[src/rtl/mssd_param.sv]
// Serial stream demultiplexer: decodes start/port/data/[parity]/stop frames
// and presents each good word with a one-hot per-channel strobe.
module mssd_param #(
  parameter int PN_W      = 2,
  parameter int DATA_W    = 4,
  parameter int PARITY_EN = 1
) (
  input  logic                 clk,
  input  logic                 rst_n,
  input  logic                 sin,
  output logic                 valid,
  output logic                 error,
  output logic [PN_W-1:0]      pn,
  output logic [DATA_W-1:0]    p,
  output logic [(2**PN_W)-1:0] ch_valid,
  output logic                 busy,
  output logic [7:0]           err_cnt
);
  localparam int NCH   = 2**PN_W;
  localparam int CNT_W = $clog2(PN_W + DATA_W + 1);
  localparam logic [CNT_W-1:0] PN_LAST   = CNT_W'(PN_W - 1);
  localparam logic [CNT_W-1:0] DATA_LAST = CNT_W'(DATA_W - 1);

  typedef enum logic [2:0] {IDLE, PORT, DATA, PAR, STOP, WAIT_HIGH} state_t;

  state_t            state;
  logic [CNT_W-1:0]  cnt;
  logic [PN_W-1:0]   port_sr;
  logic [DATA_W-1:0] data_sr;
  logic              par_acc;

  function automatic logic [7:0] sat_inc(input logic [7:0] v);
    return (v == 8'hFF) ? v : v + 8'd1;
  endfunction

  // Shift registers are always fully refilled before use, so they need no reset.
  always_ff @(posedge clk) begin
    case (state)
      PORT:    port_sr <= PN_W'({port_sr, sin});
      DATA:    data_sr <= DATA_W'({data_sr, sin});
      default: ;
    endcase
  end

  always_ff @(posedge clk) begin
    if (!rst_n) begin
      state    <= IDLE;
      cnt      <= '0;
      par_acc  <= 1'b0;
      valid    <= 1'b0;
      error    <= 1'b0;
      pn       <= '0;
      p        <= '0;
      ch_valid <= '0;
      busy     <= 1'b0;
      err_cnt  <= 8'h00;
    end else begin
      valid    <= 1'b0;
      error    <= 1'b0;
      ch_valid <= '0;
      case (state)
        IDLE: begin
          if (!sin) begin
            state   <= PORT;
            cnt     <= '0;
            par_acc <= 1'b0;
            busy    <= 1'b1;
          end
        end
        PORT: begin
          par_acc <= par_acc ^ sin;
          if (cnt == PN_LAST) begin
            state <= DATA;
            cnt   <= '0;
          end else begin
            cnt <= cnt + CNT_W'(1);
          end
        end
        DATA: begin
          par_acc <= par_acc ^ sin;
          if (cnt == DATA_LAST) begin
            state <= (PARITY_EN != 0) ? PAR : STOP;
            cnt   <= '0;
          end else begin
            cnt <= cnt + CNT_W'(1);
          end
        end
        PAR: begin
          par_acc <= par_acc ^ sin;
          state   <= STOP;
        end
        STOP: begin
          busy <= 1'b0;
          // A framing error always wins, so at most one error pulse per frame.
          if (!sin) begin
            error   <= 1'b1;
            err_cnt <= sat_inc(err_cnt);
            state   <= WAIT_HIGH;
          end else if (PARITY_EN == 0 || !par_acc) begin
            valid    <= 1'b1;
            pn       <= port_sr;
            p        <= data_sr;
            ch_valid <= NCH'(1) << port_sr;
            state    <= IDLE;
          end else begin
            error   <= 1'b1;
            err_cnt <= sat_inc(err_cnt);
            state   <= IDLE;
          end
        end
        WAIT_HIGH: begin
          if (sin) state <= IDLE;
        end
        default: state <= IDLE;
      endcase
    end
  end
endmodule

[config.mk]
export PLATFORM = sky130hd
export DESIGN_NAME = mssd_param
export DESIGN_NICKNAME = d
export VERILOG_FILES = /design/src/rtl/mssd_param.sv
export SDC_FILE = /design/constraint.sdc
export NUM_CORES = 1
export LEC_CHECK = 0
export BUFFER_PORTS_ARGS = -buffer_cell sky130_fd_sc_hd__buf_2
export CORE_MARGIN = 3
export CORE_UTILIZATION = 40
export CTS_CLUSTER_SIZE = 30
export DETAILED_ROUTE_END_ITERATION = 6
export SYNTH_ARGS = -nofsm -noshare
export SYNTH_HDL_FRONTEND = slang
export SYNTH_SLANG_ARGS = --single-unit
[constraint.sdc]
create_clock -name clk -period 3.6 [get_ports clk]
set_input_delay 0.36 -clock clk [delete_from_list [all_inputs] [get_ports clk]]
set_output_delay 0.36 -clock clk [all_outputs]
set_load 0.02 [all_outputs]
# After elaboration in Yosys (flattened, before gate mapping)

Cells that the tools add are included.

Register bits: 34
Input bits: 3
Output and inout port bits: 21
Logic and storage cells: 67

Add/subtract/negate cells: 2
Eq/ne operators: 13
Shift-type cells: 1
Muxes and demuxes: 20
Bitwise logic cells: 5
Reductions and logical operators: 14

Operator list:

| operator            | number |
|---|---|
| $mux 3              | 8 |
| $mux 8              | 3 |
| $pmux 3 s6          | 1 |
| $reduce_and 2->1    | 5 |
| $eq 3x2->1 const B  | 3 |
| $pmux 3 s3          | 1 |
| $add 8x1->8 const B | 1 |
| $eq 8x8->1 const B  | 1 |
| $ne 2x2->1 const B  | 4 |
| $eq 3x1->1 const B  | 2 |
| $eq 3x3->1 const B  | 2 |
| $reduce_and 3->1    | 2 |
| $mux 1              | 5 |
| $not 1->1           | 4 |
| $pmux 1 s2          | 2 |
| $reduce_and 4->1    | 1 |
| $reduce_bool 2->1   | 2 |
| $reduce_or 4->1     | 1 |
| $shl 1x2->4 const A | 1 |
| $add 3x1->3 const B | 1 |
| $logic_not 3->1     | 1 |
| $reduce_bool 3->1   | 1 |
| $reduce_or 3->1     | 1 |
| $ne 2x1->1 const B  | 1 |
| $xor 1x1->1         | 1 |

# Depth between registers and ports, before layout

Gate-level depths: netlist (run 1).

Word-level depth: 4
Depth in mapped cells: 6
Depth with buffers taken out: 6

# Worst setup path after synthesis (run 1)

No wires, ideal clock.

Kind: input -> register
From: in sin
To: reg err_cnt[5]
Setup time: 0.071 ns
Arrival: 1.516 ns
Data required time: 3.529 ns
Setup slack: 2.014 ns
Cell stages on the path: 5
Buffers on the path: 0
Path through: ha_1 > nor4b_4 > o21ai_2 > or4_1 > a21oi_1

Cells in the longest elaborated chain, start to end: 2
Elaborated cells between the ends (all ways): 3
Classes of those cells: eq/ne: 1; mux: 1; reduce/logical: 1

RTL lines:

| item                              | line | source |
|---|---|---|
| start, declared                   | 10   | `input logic sin,` |
| $ne 2x1->1 (no source line)       | -    |  |
| $reduce_and 2->1 (no source line) | -    |  |
| end signal, assigned              | 97   | `err_cnt <= sat_inc(err_cnt);` |
| end signal, assigned              | 107  | `err_cnt <= sat_inc(err_cnt);` |
| end, declared                     | 17   | `output logic [7:0] err_cnt` |

Parallel ways exist; a longest one is shown, timed or not.
A chain may end at the register's enable or synchronous reset.

# Worst setup path in the final report (run 1)

From: reg state[2]
To: reg p[1]

Cells in the longest elaborated chain, start to end: 2

RTL lines:

| item                              | line | source |
|---|---|---|
| start, declared                   | 26   | `state_t state;` |
| start signal, assigned            | 82   | `state <= (PARITY_EN != 0) ? PAR : STOP;` |
| $eq 3x3->1                        | 61   | `case (state)` |
| $reduce_and 3->1 (no source line) | -    |  |
| end signal, assigned              | 102  | `p <= data_sr;` |
| end, declared                     | 14   | `output logic [DATA_W-1:0] p,` |

Every way passes these cells.

==> out/qor.txt, run 1 <==
Synth Net Count -> 155
Worst-margin pin slew -> 0.724 ns
Post-DP Area -> 0.00159 mm^2
Worst vdd ir -> 0.248 mV
Final Hold Viols -> 0
DRT Wirelength -> 2680 um
Post-synthesis sequential area ratio -> 50.6%
Layout cells sized above 1 -> 20.7%
Rows -> 21
Synthesized cell area -> 0.00147 mm^2
Number of port buffers -> 23
Yosys warns -> 0
Final worst path period need -> 1.82 ns
Main synth FF type -> dfxtp_1
Vias/cell -> 5.16
Post-Synthesis Cells -> 145
Wire per inst -> 12.5 um
Vias after detailed routing -> 1109
Clock sinks -> 34
DRT antenna net count -> 0
Root buffer cell -> clkbuf_8
Most frequent cells in the layout -> dfxtp_1 (28), buf_2 (23), nor2_1 (20)
P&R area growth vs syn -> 18.2%
Max-slew headroom -> 51.7%
Post-DP HPWL -> 1930 um
Die area -> 0.00442 mm^2
Post-synth EDFFs -> 6
Cts bufs inserted -> 5
Max Clk Rate -> 0.548 GHz
Tcrit/Tclk final -> 50.7%
Setup TNS -> 0 ns
Die W -> 66.5 um
Area contributors post-synth -> dfxtp_1 (38%), edfxtp_1 (12%), ha_1 (6.0%)
Synth unique cells -> 38
Worst hold start -> rst_n
Reg2Reg Setup Slack -> 1.78 ns
Dominant cell type by area after synthesis -> dfxtp_1
Die H -> 66.5 um
Hold_buf cts -> 0
Post-CTS Setup Repair Bufs -> 0
Final Cell Area -> 0.00173 mm^2
Largest net degree at the start of global routing -> 24
Layout fillers -> 319
Worst hold path class -> input pin to flop
Crit path launch type -> flop
#FFs+latches synth -> 34
Vias in the first global route -> 1008
Status -> finished, final reports clean
First DRT Iteration DRCs -> 50
Ant diodes -> 0
Kind of critical path -> flop to flop
Asr flop ratio synth -> 0%
Worst Path Required -> 3.74 ns
Initial antenna violation count -> 0
Core ar. -> 0.00344 mm^2
Layout Cells excl Fill -> 215
Final #Nets -> 178
Hold Crit Endpoint -> err_cnt[4]$_SDFFE_PN0P_
Dpl cells -> 207
WHS -> 0.344 ns
Clock transition at path regs -> 0.07 ns
RSZ-0062 raised after global routing -> false
H-tree depth -> 2
First-pass GRT wire length -> 4560 um
Crit. End Element -> flop
Top-area cell type share of the netlist area -> 38.3%
Clock skew -> 0.00681 ns
Total power -> 0.000863 W
Static Leak -> 0.717 nW
Total grt overflow -> 0
Reg-to-reg critical path endpoint -> p[1]$_SDFFE_PN0P_
Final setup vio count -> 0
DR DRC count -> 0
Max-cap check violation count -> 0
Gr usage total -> 13.5%
Drt first pass iters -> 4
Hold depth -> 3
Slew Viols, Final -> 0
Commonest non-fill, non-tap cell in the layout -> dfxtp_1
CTS tree -> yes
R2R cell count -> 4
Initial cell density of the core -> 42.6%
Ports -> 24
CTS max path bufs -> 2
Maximum fanout along the worst path -> 11
Avg Inst Size Synth -> 10.1 um^2
Clock Latency Late Sink -> 0.28 ns
Worst reg2reg startpoint -> state[2]$_SDFFE_PN0P_
Pwr/cell area -> 498 mW/mm^2
CTS resizes -> 0
RePlAce Congestion -> 0.716
Crit path arrival time -> 1.97 ns
through the flow:
step / utilization, % / setup slack [ns]
after detailed placement: 46.3 / 1.71
after global placement: 46.3 / 1.76
final: 50.3 / 1.78
after floorplan: - / 2.01
after global routing: 50.3 / 1.62
after CTS: 50.3 / 1.78
state kept, by name (all words and copies together) (netlist names):
name      count
state         3
error         1
par_acc       1
port_sr       2
cnt           3
valid         1
err_cnt       8
data_sr       4
busy          1
pn            2
p             4
ch_valid      4
cells in the mapped netlist, drive strengths merged, types with 2 or more instances:
| cell | count |
|---|---|
| a21oi | 7 |
| a22oi | 2 |
| and3 | 4 |
| and4 | 2 |
| buf | 4 |
| clkbuf | 3 |
| dfxtp | 28 |
| edfxtp | 6 |
| ha | 7 |
| inv | 7 |
| mux2i | 7 |
| nand2 | 4 |
| nand3 | 3 |
| nor2 | 20 |
| nor2b | 3 |
| nor3 | 6 |
| nor3b | 4 |
| o211ai | 2 |
| o21ai | 5 |
| o31ai | 3 |
| or4 | 3 |
| xor2 | 2 |
cell families (layout without fill, tap and decap cells):
| logic type | after synthesis | in the layout | share of synthesized area, % |
|---|---|---|---|
| simple gates | 57 | 57 | 22.0 |
| flops | 34 | 34 | 50.6 |
| compound gates | 24 | 24 | 10.7 |
| buf+inv | 14 | 38 | 4.78 |
| fa+ha+maj | 7 | 7 | 5.98 |
| mux | 7 | 7 | 4.78 |
| xor+xnor | 2 | 2 | 1.20 |
layer usage:
| metal | GRT usage (%) | wire [um] | share of wire (%) | up-vias |
|---|---|---|---|---|
| met5 | 0 | 0 | 0 | - |
| met4 | 6.09 | 23 | 0.86 | 0 |
| met3 | 3.71 | 116 | 4.3 | 2 |
| met2 | 23.4 | 1290 | 48 | 25 |
| met1 | 15.4 | 1240 | 46 | 525 |
| li1 | - | - | - | 557 |
worst max path at each step:
stage / depth (start not counted) / slack, ns / end / start
6_report: 4 / 1.78 / p[1]$_SDFFE_PN0P_ / state[2]$_SDFFE_PN0P_
3_3_place_gp: 6 / 1.76 / err_cnt[7]$_SDFFE_PN0P_ / sin
5_1_grt: 4 / 1.62 / p[1]$_SDFFE_PN0P_ / state[2]$_SDFFE_PN0P_
4_1_cts: 4 / 1.78 / p[1]$_SDFFE_PN0P_ / state[2]$_SDFFE_PN0P_
2_1_floorplan: 5 / 2.01 / err_cnt[5]$_SDFFE_PN0P_ / sin
3_5_place_dp: 6 / 1.71 / err_cnt[7]$_SDFFE_PN0P_ / sin
area by class of cell:
| type | instances | area, um^2 | share of cell area, % |
|---|---|---|---|
| flip-flops and latches | 34 | 741 | 42.8 |
| multi-input cells | 97 | 654 | 37.8 |
| repair buffers | 23 | 115 | 6.65 |
| clock buffers | 5 | 68.8 | 3.97 |
| clock inverters | 3 | 68.8 | 3.97 |
| well taps | 46 | 57.6 | 3.32 |
| inverters | 7 | 26.3 | 1.52 |
worst max-delay path, cell delays in order, from the launching register on:
cell     delay (ns)
dfxtp_1        0.57
nor3b_1        0.41
and2_1         0.41
mux2i_1        0.24
nor2_1         0.06
power by group:
group / switching (W) / total [W] / internal, W / leakage (nW)
Sequential: 0.0000113 / 0.000406 / 0.000395 / 0.281
Combinational: 0.0000255 / 0.0000427 / 0.0000172 / 0.368
Clock: 0.000137 / 0.000414 / 0.000277 / 0.0683
(Power assumes the default switching activity.)
==> run 2: changes to the inputs <==
==> constraint.sdc (replaced) <==
create_clock -name clk -period 1.45 [get_ports clk]
set_input_delay 0.145 -clock clk [delete_from_list [all_inputs] [get_ports clk]]
set_output_delay 0.145 -clock clk [all_outputs]
set_load 0.02 [all_outputs]
==> run 2 against run 1 <==
Via count is 9.8% higher. Flip-flop and latch count stayed put. The run now ends with negative setup slack left. Design area is 20% higher. Fmax is 13% higher. Clock skew is 0.0012 ns higher. Register-to-register slack worse by 1.9 ns. Critical path depth is 2 higher. Highest routed layer unchanged.
==> out/qor.txt, run 2 (synthesis results as in run 1) <==
Worst hold path class -> input pin to flop (unchanged)
Total power -> 0.00223 W (was 0.000863 W)
Status -> finished with violations (was finished, final reports clean)
Cts bufs inserted -> 5 (unchanged)
Initial cell density of the core -> 42.6% (unchanged)
Final setup vio count -> 6 (was 0)
Static Leak -> 0.870 nW (was 0.717 nW)
Die W -> 66.5 um (unchanged)
Tcrit/Tclk final -> 111% (was 50.7%)
Die area -> 0.00442 mm^2 (unchanged)
First DRT Iteration DRCs -> 39 (was 50)
Failing checks -> negative setup slack
Crit path arrival time -> 1.85 ns (was 1.97 ns)
DR DRC count -> 0 (unchanged)
Worst setup margin -> -0.160 ns (was 1.78 ns)
Root buffer cell -> clkbuf_8 (unchanged)
Most frequent cells in the layout -> buf_4 (24), dfxtp_1 (23), buf_2 (23) (was dfxtp_1 (28), buf_2 (23), nor2_1 (20))
Ports -> 24 (unchanged)
Worst-margin pin slew -> 0.287 ns (was 0.724 ns)
Ant diodes -> 0 (unchanged)
Pwr/cell area -> 1070 mW/mm^2 (was 498 mW/mm^2)
Maximum fanout along the worst path -> 8 (was 11)
Final #Nets -> 204 (was 178)
Number of port buffers -> 23 (unchanged)
CTS tree -> yes (unchanged)
Kind of critical path -> flop to flop (unchanged)
Slew Viols, Final -> 0 (unchanged)
Clock Latency Late Sink -> 0.29 ns (was 0.28 ns)
DRT antenna net count -> 0 (unchanged)
Largest register FFs -> 8 (unchanged)
Reg2Reg Setup Slack -> -0.16 ns (was 1.78 ns)
Post-DP HPWL -> 2290 um (was 1930 um)
CTS max path bufs -> 2 (unchanged)
Clock skew -> 0.00806 ns (was 0.00681 ns)
Vias in the first global route -> 1169 (was 1008)
Largest Register -> err_cnt (unchanged)
Worst Path Required -> 1.69 ns (was 3.74 ns)
RePlAce Congestion -> 0.825 (was 0.716)
DRT Wirelength -> 3290 um (was 2680 um)
H-tree depth -> 2 (unchanged)
Final Hold Viols -> 0 (unchanged)
Crit path launch type -> flop (unchanged)
Commonest non-fill, non-tap cell in the layout -> buf_4 (was dfxtp_1)
Layout cells sized above 1 -> 44.1% (was 20.7%)
Max Clk Rate -> 0.621 GHz (was 0.548 GHz)
Final worst path period need -> 1.61 ns (was 1.82 ns)
Wire per inst -> 13.7 um (was 12.5 um)
Max-slew headroom -> 80.7% (was 51.7%)
Drt first pass iters -> 4 (unchanged)
Die H -> 66.5 um (unchanged)
Hold_buf cts -> 0 (unchanged)
Clock sinks -> 34 (unchanged)
Worst vdd ir -> 0.580 mV (was 0.248 mV)
Core ar. -> 0.00344 mm^2 (unchanged)
Largest net degree at the start of global routing -> 23 (was 24)
Rows -> 21 (unchanged)
Final Util -> 60.4% (was 50.3%)
P&R area growth vs syn -> 41.9% (was 18.2%)
Crit. End Element -> flop (unchanged)
Vias after detailed routing -> 1218 (was 1109)
Initial antenna violation count -> 0 (unchanged)
Clock transition at path regs -> 0.07 ns (about the same)
Max-cap check violation count -> 0 (unchanged)
RSZ-0062 raised after global routing -> true (was false)
Total grt overflow -> 0 (unchanged)
First-pass GRT wire length -> 5290 um (was 4560 um)
Gr usage total -> 16.2% (was 13.5%)
Vias/cell -> 5.05 (was 5.16)
==> run 2: worst paths after layout <==
path,startpoint,end,cells past startpoint
worst min-delay path,rst_n,err_cnt[4]$_SDFFE_PN0P_,3
worst max register to register,par_acc$_SDFFE_PN0P_,err_cnt[4]$_SDFFE_PN0P_,6
worst max-delay path,par_acc$_SDFFE_PN0P_,err_cnt[4]$_SDFFE_PN0P_,6
worst min register to register,data_sr[2]$_DFFE_PN_,data_sr[3]$_DFFE_PN_,0
==> run 2: layer usage <==
metal / global-route usage (%) / wire (um) / vias to the layer above
li1: - / - / 614
met1: 17.8 / 1370 / 575
met2: 27.5 / 1720 / 23
met3: 6.24 / 143 / 6
met4: 6.85 / 54 / 0
met5: 0 / 0 / -
==> run 2: repair_timing <==
| action | in CTS | in global routing |
|---|---|---|
| setup buffers | 2 | 3 |
| pin swaps | 5 | 8 |
| resized for setup | 6 | 20 |
| setup endpoints to repair | 13 | 13 |
==> run 2: worst max-delay path: stages, from the launching register on <==
cell	delay [ns]
dfxtp_2	0.34
inv_2	0.05
ha_4	0.16
nor4b_4	0.28
o21ai_4	0.13
or4_1	0.54
nand2_1	0.07
==> run 2: where the power goes <==
part | switching, W | total (W) | internal [W] | leakage (nW)
Clock | 0.000362 | 0.00105 | 0.000689 | 0.0683
Combinational | 0.0000964 | 0.000178 | 0.0000815 | 0.518
Sequential | 0.0000199 | 0.00100 | 0.000981 | 0.284
Total | 0.000478 | 0.00223 | 0.00175 | 0.870
==> run 2: area by class of cell <==
type / count / area (um^2)
clock buffers: 5 / 68.8
clock inverters: 3 / 68.8
fillers: 294 / 1360
inverters: 7 / 26.3
multi-input cells: 97 / 782
flip-flops and latches: 34 / 749
well taps: 46 / 57.6
repair buffers: 49 / 327
==> run 2: through the flow <==
| stage | setup TNS [ns] | setup slack (ns) | cells | instance area (um^2) | hold slack (ns) |
|---|---|---|---|---|---|
| floorplan | -0.209 | -0.0745 | 145 | 1500 | 0.244 |
| global placement | -0.262 | -0.0737 | 229 | 1800 | 0.423 |
| detailed placement | -0.588 | -0.134 | 229 | 1800 | 0.441 |
| CTS | -0.483 | -0.151 | 238 | 1970 | 0.133 |
| global route | -1.33 | -0.256 | 241 | 2080 | 0.147 |
| finish | -0.647 | -0.160 | 241 | 2080 | 0.141 |
==> run 3: changes to the inputs <==
--- a/config.mk
+++ b/config.mk
@@ -5,11 +5,11 @@
 export SDC_FILE = /design/constraint.sdc
 export NUM_CORES = 1
 export LEC_CHECK = 0
-export BUFFER_PORTS_ARGS = -buffer_cell sky130_fd_sc_hd__buf_2
 export CORE_MARGIN = 3
 export CORE_UTILIZATION = 40
 export CTS_CLUSTER_SIZE = 30
 export DETAILED_ROUTE_END_ITERATION = 6
+export DONT_BUFFER_PORTS = 1
 export SYNTH_ARGS = -nofsm -noshare
 export SYNTH_HDL_FRONTEND = slang
 export SYNTH_SLANG_ARGS = --single-unit
==> run 3 against run 2 <==
The flow still finishes with violations (negative setup slack). Clock skew rose by 0.0011 ns. Non-clock buffer count fell by 24. Highest routed layer unchanged. First-iteration DRC count fell by 10%. Largest power group is now registers. Largest cell class is now sequential cells.
==> out/qor.txt, run 3 (synthesis results as in run 1) <==
Rows -> 21 (unchanged)
Die W -> 66.5 um (unchanged)
Vias after detailed routing -> 1109 (was 1218)
RSZ-0062 raised after global routing -> true (unchanged)
CTS tree -> yes (unchanged)
Slowest CP cell -> or4_1 (unchanged)
CTS max path bufs -> 2 (unchanged)
Kind of critical path -> flop to flop (unchanged)
Crit path from -> par_acc$_SDFFE_PN0P_ (unchanged)
Crit-path max cell delay -> 0.41 ns (was 0.54 ns)
Post-DP HPWL -> 2110 um (was 2290 um)
Register area -> 747 um^2 (was 749 um^2)
Clock transition at path regs -> 0.07 ns (about the same)
Initial antenna violation count -> 0 (unchanged)
Layout fillers -> 299 (was 294)
Failing checks -> negative setup slack (unchanged)
Max-cap check violation count -> 0 (unchanged)
Vias/cell -> 5.11 (was 5.05)
Root buffer cell -> clkbuf_8 (unchanged)
Clock sinks -> 34 (unchanged)
Layout cells sized above 1 -> 30.4% (was 44.1%)
Worst hold path class -> input pin to flop (unchanged)
RePlAce Congestion -> 0.767 (was 0.825)
WHS -> 0.0168 ns (was 0.141 ns)
Max-slew headroom -> 78.7% (was 80.7%)
Largest Register -> err_cnt (unchanged)
Crit path launch type -> flop (unchanged)
Static Leak -> 0.713 nW (was 0.870 nW)
Ant diodes -> 0 (unchanged)
Pwr/cell area -> 979 mW/mm^2 (was 1070 mW/mm^2)
Crit. End Element -> flop (unchanged)
Tcrit/Tclk final -> 108% (was 111%)
Vias in the first global route -> 1098 (was 1169)
Number of port buffers -> 0 (was 23)
H-tree depth -> 2 (unchanged)
DRT Wirelength -> 2970 um (was 3290 um)
R2R cell count -> 6 (unchanged)
Largest net degree at the start of global routing -> 23 (unchanged)
Reg-to-reg critical path endpoint -> err_cnt[7]$_SDFFE_PN0P_ (was err_cnt[4]$_SDFFE_PN0P_)
Ports -> 24 (unchanged)
Crit path arrival time -> 1.79 ns (was 1.85 ns)
Most frequent cells in the layout -> dfxtp_1 (23), buf_4 (23), nor2_1 (19) (was buf_4 (24), dfxtp_1 (23), buf_2 (23))
Final setup vio count -> 4 (was 6)
Setup TNS -> -0.348 ns (was -0.647 ns)
Wire per inst -> 13.7 um (about the same)
Cts bufs inserted -> 5 (unchanged)
First-pass GRT wire length -> 4950 um (was 5290 um)
Worst reg2reg startpoint -> par_acc$_SDFFE_PN0P_ (unchanged)
Slew Viols, Final -> 0 (unchanged)
Worst setup margin -> -0.117 ns (was -0.160 ns)
P&R area growth vs syn -> 26.3% (was 41.9%)
Total grt overflow -> 0 (unchanged)
Die H -> 66.5 um (unchanged)
Final Hold Viols -> 0 (unchanged)
Status -> finished with violations (unchanged)
Gr usage total -> 15.1% (was 16.2%)
Initial cell density of the core -> 42.6% (unchanged)
Core ar. -> 0.00344 mm^2 (unchanged)
Clock skew -> 0.00917 ns (was 0.00806 ns)
Reg2Reg Setup Slack -> -0.12 ns (was -0.16 ns)
Largest register FFs -> 8 (unchanged)
DRT antenna net count -> 0 (unchanged)
Total power -> 0.00181 W (was 0.00223 W)
Die area -> 0.00442 mm^2 (unchanged)
Drt first pass iters -> 4 (unchanged)
Multi-input logic area -> 736 um^2 (was 782 um^2)
Crit path cell chain -> inv_2, ha_4, nor4b_4, o21ai_4, or4_1, a21oi_1 (was inv_2, ha_4, nor4b_4, o21ai_4, or4_1, nand2_1)
Worst Path Required -> 1.67 ns (was 1.69 ns)
CP Capture Point -> err_cnt[7]$_SDFFE_PN0P_ (was err_cnt[4]$_SDFFE_PN0P_)
Worst-margin pin slew -> 0.316 ns (was 0.287 ns)
First DRT Iteration DRCs -> 35 (was 39)
Clock Latency Late Sink -> 0.29 ns (about the same)
DR DRC count -> 0 (unchanged)
Maximum fanout along the worst path -> 8 (unchanged)
Final #Nets -> 180 (was 204)
Max Clk Rate -> 0.638 GHz (was 0.621 GHz)
Worst vdd ir -> 0.414 mV (was 0.580 mV)
Final worst path period need -> 1.57 ns (was 1.61 ns)
[run 3: area by class of cell]
| class | count | share of cell area (%) |
|---|---|---|
| inverters | 7 | 1.42 |
| clock inverters | 2 | 0.473 |
| clock buffers | 6 | 3.92 |
| flip-flops and latches | 34 | 40.4 |
| repair buffers | 25 | 11.0 |
| multi-input cells | 97 | 39.8 |
| well taps | 46 | 3.11 |
[run 3: how the worst min path moves through the flow]
stage,startpoint,end,slack [ns],depth (start not counted)
global placement,sin,port_sr[0]$_DFFE_PP_,0.25,0
finish,rst_n,err_cnt[4]$_SDFFE_PN0P_,0.02,2
CTS,rst_n,err_cnt[4]$_SDFFE_PN0P_,0.009,2
floorplan,sin,data_sr[0]$_DFFE_PN_,0.24,0
detailed placement,sin,port_sr[0]$_DFFE_PP_,0.25,0
global route,rst_n,err_cnt[4]$_SDFFE_PN0P_,0.04,2
[run 3: metal layers]
metal	part of all wire [%]	vias to the layer above	global-route usage, %	wire length, um
met4	2.1	0	8.38	61
met5	0	-	0	0
met1	43	516	15.4	1270
li1	-	564	-	-
met2	50	24	26.0	1470
met3	5.5	5	6.07	162
[run 3: stage by stage]
| step | util, % | setup WS [ns] | cells | cell area [um^2] |
|---|---|---|---|---|
| after global placement | 49.2 | -0.0701 | 207 | 1690 |
| final | 53.8 | -0.117 | 217 | 1850 |
| after global routing | 53.8 | -0.199 | 217 | 1850 |
| after floorplan | - | -0.0745 | 145 | 1500 |
| after CTS | 52.5 | -0.122 | 217 | 1810 |
| after detailed placement | 49.2 | -0.105 | 207 | 1690 |
[run 3: what timing repair did]
action	CTS	global route
hold buffers	1	0
setup endpoints to repair	8	23
buffers inserted	1	1
pin swaps	1	5
gates resized for setup	3	13
endpoints found under the hold margin	2	0
[run 3: critical path, delay by kind of cell (launching register included)]
| family | cells | cell delay, ns |
|---|---|---|
| simple gates | 2 | 0.69 |
| fa+ha+maj | 1 | 0.16 |
| flops | 1 | 0.33 |
| compound gates | 2 | 0.28 |
| buf+inv | 1 | 0.04 |
[run 3: power by group]
group          switching, W  internal, W  leakage [nW]
combinational     0.0000782    0.0000666         0.387
clock              0.000332     0.000330        0.0426
sequential        0.0000231     0.000983         0.283
